## src/rtl/fft_but4_pkg.sv

```systemverilog
// Shared definitions for the radix-4 iterative FFT address generators.
//   calc_n / calc_aw / calc_bw / calc_sw : size and width derivations from STAGES
//   stage_span                           : log2 of the butterfly span at stage s
//   TW_ROM_DEPTH                         : twiddle ROM depth for the default size
//   state_t                              : run/idle state of the generator
package fft_but4_pkg;

    // Transform size N = 4^stages.
    function automatic int unsigned calc_n(input int unsigned stages);
        return 32'd1 << (2 * stages);
    endfunction

    // Data / twiddle address width, log2(N).
    function automatic int unsigned calc_aw(input int unsigned stages);
        return 2 * stages;
    endfunction

    // Butterfly index width, log2(N/4).
    function automatic int unsigned calc_bw(input int unsigned stages);
        return 2 * stages - 2;
    endfunction

    // Smallest stage-counter width that can hold stages-1.
    function automatic int unsigned calc_sw(input int unsigned stages);
        for (int unsigned w = 1; w < 32; w++) begin
            if ((32'd1 << w) >= stages) return w;
        end
        return 32;
    endfunction

    // Shift amount giving span = 4^(stages-1-s); out-of-range stages map to 0.
    function automatic int unsigned stage_span(input int unsigned stages,
                                               input int unsigned s);
        if (s < stages) return 2 * (stages - 1 - s);
        return 0;
    endfunction

    localparam int unsigned DEFAULT_STAGES = 3;
    localparam int unsigned TW_ROM_DEPTH   = calc_n(DEFAULT_STAGES);

    typedef enum logic {
        ST_IDLE = 1'b0,
        ST_RUN  = 1'b1
    } state_t;

endpackage

```

## src/rtl/fft_but4_addr_map.sv

```systemverilog
// Combinational radix-4 DIF address map for butterfly b of stage s.
//   b, s             : butterfly index and stage
//   RD_ADDR0..3      : in-place data addresses base + k*span
//   TW_ADDR1..3      : twiddle indices k * j * 4^s
// span = 4^(STAGES-1-s), j = b mod span, base = 4*span*(b/span) + j,
// all formed with shifts and masks.
module fft_but4_addr_map
    import fft_but4_pkg::*;
#(
    parameter int unsigned STAGES = 3,
    parameter int unsigned AW     = calc_aw(STAGES),
    parameter int unsigned BW     = calc_bw(STAGES),
    parameter int unsigned SW     = 2
) (
    input  logic [BW-1:0] b,
    input  logic [SW-1:0] s,
    output logic [AW-1:0] RD_ADDR0,
    output logic [AW-1:0] RD_ADDR1,
    output logic [AW-1:0] RD_ADDR2,
    output logic [AW-1:0] RD_ADDR3,
    output logic [AW-1:0] TW_ADDR1,
    output logic [AW-1:0] TW_ADDR2,
    output logic [AW-1:0] TW_ADDR3
);

    int unsigned   sh;
    int unsigned   tsh;
    logic [AW-1:0] b_ext;
    logic [AW-1:0] span;
    logic [AW-1:0] j;
    logic [AW-1:0] base;
    logic [AW-1:0] jt;

    always_comb begin
        sh    = stage_span(STAGES, 32'(s));
        tsh   = 2 * 32'(s);
        b_ext = AW'(b);
        span  = AW'(1) << sh;
        j     = b_ext & (span - AW'(1));
        // group index b>>sh lands at 4*span*g, i.e. shifted up by sh+2
        base  = ((b_ext >> sh) << (sh + 2)) | j;
        RD_ADDR0 = base;
        RD_ADDR1 = base + span;
        RD_ADDR2 = base + (span << 1);
        RD_ADDR3 = base + span + (span << 1);
        // j*4^s < N/4, so 3*j*4^s never wraps
        jt       = j << tsh;
        TW_ADDR1 = jt;
        TW_ADDR2 = jt << 1;
        TW_ADDR3 = jt + (jt << 1);
    end

endmodule

```

## src/rtl/fft_iter_addr_gen_but4.sv

```systemverilog
// Butterfly address generator for the iterative radix-4 DIF FFT.
//   CLK, RST        : clock, synchronous active-high reset
//   EN              : clock enable, all state holds when low
//   START           : begin a new transform (restarts if already busy)
//   BUT_STROB       : capture current read addresses as write addresses
//   ADDR_EN         : advance to the next butterfly
//   RD_ADDR0..3     : read addresses of the current butterfly
//   WR_ADDR0..3     : write addresses of the butterfly being written
//   TW_ADDR1..3     : twiddle ROM indices for legs 1..3
//   FIRST_STAGE, LAST_STAGE, BUSY, DONE : status flags
module fft_iter_addr_gen_but4
    import fft_but4_pkg::*;
#(
    parameter int unsigned STAGES = 3,
    parameter int unsigned AW     = calc_aw(STAGES),
    parameter int unsigned BW     = calc_bw(STAGES),
    parameter int unsigned SW     = 2
) (
    input  logic          CLK,
    input  logic          RST,
    input  logic          EN,
    input  logic          START,
    input  logic          BUT_STROB,
    input  logic          ADDR_EN,
    output logic [AW-1:0] RD_ADDR0,
    output logic [AW-1:0] RD_ADDR1,
    output logic [AW-1:0] RD_ADDR2,
    output logic [AW-1:0] RD_ADDR3,
    output logic [AW-1:0] WR_ADDR0,
    output logic [AW-1:0] WR_ADDR1,
    output logic [AW-1:0] WR_ADDR2,
    output logic [AW-1:0] WR_ADDR3,
    output logic [AW-1:0] TW_ADDR1,
    output logic [AW-1:0] TW_ADDR2,
    output logic [AW-1:0] TW_ADDR3,
    output logic          FIRST_STAGE,
    output logic          LAST_STAGE,
    output logic          BUSY,
    output logic          DONE
);

    localparam logic [SW-1:0] LAST_S = SW'(STAGES - 1);

    state_t        state_q, state_d;
    logic [BW-1:0] b_q, b_d;
    logic [SW-1:0] s_q, s_d;
    logic          done_q, done_d;

    // Addresses depend only on the registered counters.
    fft_but4_addr_map #(
        .STAGES(STAGES),
        .AW    (AW),
        .BW    (BW),
        .SW    (SW)
    ) u_map (
        .b       (b_q),
        .s       (s_q),
        .RD_ADDR0(RD_ADDR0),
        .RD_ADDR1(RD_ADDR1),
        .RD_ADDR2(RD_ADDR2),
        .RD_ADDR3(RD_ADDR3),
        .TW_ADDR1(TW_ADDR1),
        .TW_ADDR2(TW_ADDR2),
        .TW_ADDR3(TW_ADDR3)
    );

    always_comb begin
        state_d = state_q;
        b_d     = b_q;
        s_d     = s_q;
        done_d  = 1'b0;
        if (START) begin
            state_d = ST_RUN;
            b_d     = '0;
            s_d     = '0;
        end else if (ADDR_EN && (state_q == ST_RUN)) begin
            if (b_q != '1) begin
                b_d = b_q + BW'(1);
            end else if (s_q != LAST_S) begin
                b_d = '0;
                s_d = s_q + SW'(1);
            end else begin
                b_d     = '0;
                s_d     = '0;
                state_d = ST_IDLE;
                done_d  = 1'b1;
            end
        end
    end

    always_ff @(posedge CLK) begin
        if (RST) begin
            state_q <= ST_IDLE;
            b_q     <= '0;
            s_q     <= '0;
            done_q  <= 1'b0;
        end else if (EN) begin
            state_q <= state_d;
            b_q     <= b_d;
            s_q     <= s_d;
            done_q  <= done_d;
        end
    end

    // Captured on the same edge ADDR_EN advances b, so the write phase keeps
    // the old butterfly's addresses while the read side moves on.
    always_ff @(posedge CLK) begin
        if (RST) begin
            WR_ADDR0 <= '0;
            WR_ADDR1 <= '0;
            WR_ADDR2 <= '0;
            WR_ADDR3 <= '0;
        end else if (EN && BUT_STROB) begin
            WR_ADDR0 <= RD_ADDR0;
            WR_ADDR1 <= RD_ADDR1;
            WR_ADDR2 <= RD_ADDR2;
            WR_ADDR3 <= RD_ADDR3;
        end
    end

    assign BUSY        = (state_q == ST_RUN);
    assign DONE        = done_q;
    assign FIRST_STAGE = BUSY && (s_q == '0);
    assign LAST_STAGE  = BUSY && (s_q == LAST_S);

endmodule

```

## config.mk

```make
export PLATFORM = sky130hd
export DESIGN_NAME = fft_iter_addr_gen_but4
export DESIGN_NICKNAME = d
export VERILOG_FILES = /design/src/rtl/fft_but4_pkg.sv /design/src/rtl/fft_but4_addr_map.sv /design/src/rtl/fft_iter_addr_gen_but4.sv
export SDC_FILE = /design/constraint.sdc
export NUM_CORES = 1
export LEC_CHECK = 0
export BUFFER_PORTS_ARGS = -buffer_cell sky130_fd_sc_hd__buf_2
export CELL_PAD_IN_SITES_DETAIL_PLACEMENT = 1
export CELL_PAD_IN_SITES_GLOBAL_PLACEMENT = 2
export CORE_MARGIN = 2
export CORE_UTILIZATION = 24
export DETAILED_ROUTE_END_ITERATION = 10
export MAX_ROUTING_LAYER = met4
export PLACE_DENSITY = 0.72
export SLEW_MARGIN = 30
export SYNTH_ARGS = -nofsm -noshare
export SYNTH_HDL_FRONTEND = slang
export SYNTH_SLANG_ARGS = --single-unit
```

## constraint.sdc

```tcl
create_clock -name CLK -period 4 [get_ports CLK]
set_input_delay 0 -clock CLK [delete_from_list [all_inputs] [get_ports CLK]]
set_output_delay 0 -clock CLK [all_outputs]
set_load 0.01 [all_outputs]
```

==> metrics.cfg <==
[logic_synthesis]
async_flop_share = 0
yosys_warnings = 0
syn_avg_cell_area_um2 = 7.82
syn_inst = 262
ys.flop_type = dfxtp_1
synth_edf_count = 0
synth_top_area_frac = 0.293
seq_area_frac_synth = 0.293
synth_top_area_cell = dfxtp_1
synth.distinct_cells = 47
netlist_area_um2 = 2050
synth_area_leaders = dfxtp_1, ha_1, nand2_1, a21oi_1, buf_4
ys_ff_latch = 30
yosys.cell_count.top_type = nand2_1
synth_commonest_cells = nand2_1, dfxtp_1, a21oi_1, nor2_1, ha_1

[placement]
port_buffers = 71
dp_hpwl_mm = 4.59
gp_congestion = 0.750

[sta]
max_slew_margin = 0.436
clock_skew_ns = 0.00502
tightest_slew_ns = 0.846
fin_crit_sh = 0.957
setup-violations-final = 0
period_minus_slack_ns = 3.83
finalSetupTns_ns = 0
whs_ns = 0.0176
report.final.slew_viol_count = 0
max_freq_mhz = 261
hold_viol = 0

[min_path]
hp-class = input pin to flip-flop
hp-start = START

[global_route]
grt_pass1_wl_mm = 9.47
grt_pass1_vias = 1941
grt_max_degree = 31
track_usage = 0.138
antenna_found_initial = 0
grt-ovfl-total = 0

[route]
wl_met3_um = 272
drt_wl_total_mm = 6.15
num_vias = 1994
first_iter_violations = 69
met2WireLength_mm = 2.86
routedWlPerCell_um = 14.0
viasPerCell = 4.54
first_pass_iters = 4
highest_layer = met4
ant_nets = 0
route.detailed.drc = 0
wl_met1_mm = 2.96

[pwr]
vdd_drop_max_mv = 0.115
power.leakage_nw = 1.32
pwr_density_cell_nw_per_um2 = 242
p_total_uw = 657

[worst_setup_path]
endpoint_kind = output port
r2r_cells = 17
start_kind = flip-flop
crit_type = flip-flop to output port
cp_max_fo = 4
worstPathArrival_ns = 3.83
slowest_delay_ns = 0.39
critical_path.startpoint = s_q[0]$_SDFFE_PP0P_
required_ns = 4.00
path_buf_inv = 2
cp-endpoint = RD_ADDR3[5]
slowest_stage = or3_4
r2r_end = WR_ADDR3[5]$_SDFFE_PP0P_
timing.rr.start = s_q[0]$_SDFFE_PP0P_
crit_chain = nor2b_4 > ha_1 > inv_1 > ha_1 > and4bb_1 > a32o_2 > ha_4 > nand2_1 > o31ai_4 > xnor2_2 > ha_4 > a21oi_1 > a21oi_1 > o31ai_2 > or3_4 > a21oi_2 > nand2b_4 > buf_6
cp.depth = 18
critical-path-top-delay-family = compound AO/OA/AOI/OAI gates
r2r_slack_ns = 0.26

[floorplanning]
dieWidth_um = 96.4
dieHeight_um = 96.4
initial_core_util = 0.248
std_cell_rows = 33
design.core.area_um2 = 8260
io_pins = 76
die_area_um2 = 9290

[run_status]
status = completed

[final_layout]
area_growth_pct = 32.4
n_fill_cell = 1018
antenna_cells = 0
layout-drive-gt1-share = 0.368
fin_nets = 358
postLayoutCoreUtil = 0.328

[cts]
path_clk_slew_ns = 0.08
cts.htree.levels = 2
cts_buffer_depth = 2
ctsHoldBuffers = 0
cts_tree = yes
cts_made_buffers = 5
cts_sinks = 30
clock_latency_ns = 0.29
cts_root_buf = clkbuf_8

[run]
max_cap_violations = 0

[placed cells by master (no fill, tap or decap), types with 2 or more instances in the layout]
master,instances
a21o_1,3
xnor2_1,5
and2_1,3
mux2i_1,2
a21oi_1,24
ha_2,3
buf_2,70
nand4_1,2
nand3_1,7
ha_1,12
buf_4,17
nand2_1,40
conb_1,8
dfxtp_1,28
nor2_2,2
clkbuf_8,6
nor3_1,8
a211oi_1,2
a31oi_1,4
a31oi_2,3
nor2_1,22
nand2b_1,2
nor3b_1,2
ha_4,3
nor2b_1,4
inv_1,10
xor2_1,4
and3_1,2
o21bai_1,2
o21ai_0,5
[routing by layer]
layer,vias up,global-route usage
met1,940,0.180
met3,4,0.0303
li1,1007,-
met4,0,0.0423
met5,-,-
met2,43,0.214
[per-stage QoR]
step	instances	area, µm²	setup slack [ns]
global route	439	2710	-0.0699
CTS	431	2590	0.0102
global placement	422	2450	0.141
detailed placement	422	2450	-0.00436
floorplan	268	2090	0.0230
finish	439	2710	0.173
[power breakdown]
part,switching (mW),internal (mW),leakage (nW)
clock,0.135,0.138,0.0472
sequential,0.00638,0.306,0.245
combinational,0.0456,0.0258,1.03
total,0.187,0.470,1.32
[worst register-to-register path: stages (launching register included)]
cell      delay [ns]
dfxtp_4         0.37
nor2b_4         0.16
ha_1            0.15
inv_1           0.04
ha_1            0.25
and4bb_1        0.20
a32o_2          0.31
ha_4            0.27
nand2_1         0.07
o31ai_4         0.23
xnor2_2         0.13
ha_4            0.30
a21oi_1         0.06
a21oi_1         0.15
o31ai_2         0.10
or3_4           0.39
a2111o_1        0.41
nand3_1         0.08
[final cells by class]
cell class / count / area, µm² / area share
Inverter: 11 / 41.3 / 0.0152
Multi-Input combinational cell: 197 / 1350 / 0.498
Sequential cell: 30 / 606 / 0.223
Tap cell: 105 / 131 / 0.0484
Clock buffer: 6 / 82.6 / 0.0304
Clock inverter: 2 / 12.5 / 0.00461
Timing Repair Buffer: 88 / 489 / 0.180
[flip-flops by register name, indices dropped and copies added, names as in the netlist]
signal and cells:
WR_ADDR3 5, s_q 2, WR_ADDR0 6, BUSY 1, b_q 4, WR_ADDR2 5, DONE 1, WR_ADDR1 6
[worst min-delay path by stage]
stage	end	cells after the start	slack (ns)
finish	BUSY$_SDFFE_PP0P_	3	0.02
global route	BUSY$_SDFFE_PP0P_	3	0.04
CTS	BUSY$_SDFFE_PP0P_	3	0.006
detailed placement	BUSY$_SDFFE_PP0P_	3	0.32
global placement	BUSY$_SDFFE_PP0P_	3	0.31
floorplan	BUSY$_SDFFE_PP0P_	2	0.14
[cell families (layout without fill, tap and decap cells)]
family | count (synthesis) | after routing | synth area share
buffers and inverters | 41 | 107 | 0.112
adder cells (fa/ha/maj) | 19 | 19 | 0.120
AND/OR/NAND/NOR | 105 | 105 | 0.246
flip-flops | 30 | 30 | 0.293
multiplexers | 2 | 2 | 0.00977
other | 2 | 8 | 0.00367
AO/OA/AOI/OAI | 51 | 51 | 0.158
XOR/XNOR | 12 | 12 | 0.0580
[what timing repair did]
item | in CTS | in global routing
gates cloned | 0 | 0
gates resized for setup | 7 | 13
setup endpoints to repair | 2 | 2
pin swaps | 1 | 9
setup buffers | 1 | 8
Note: power is estimated with default switching activity, not from simulation.
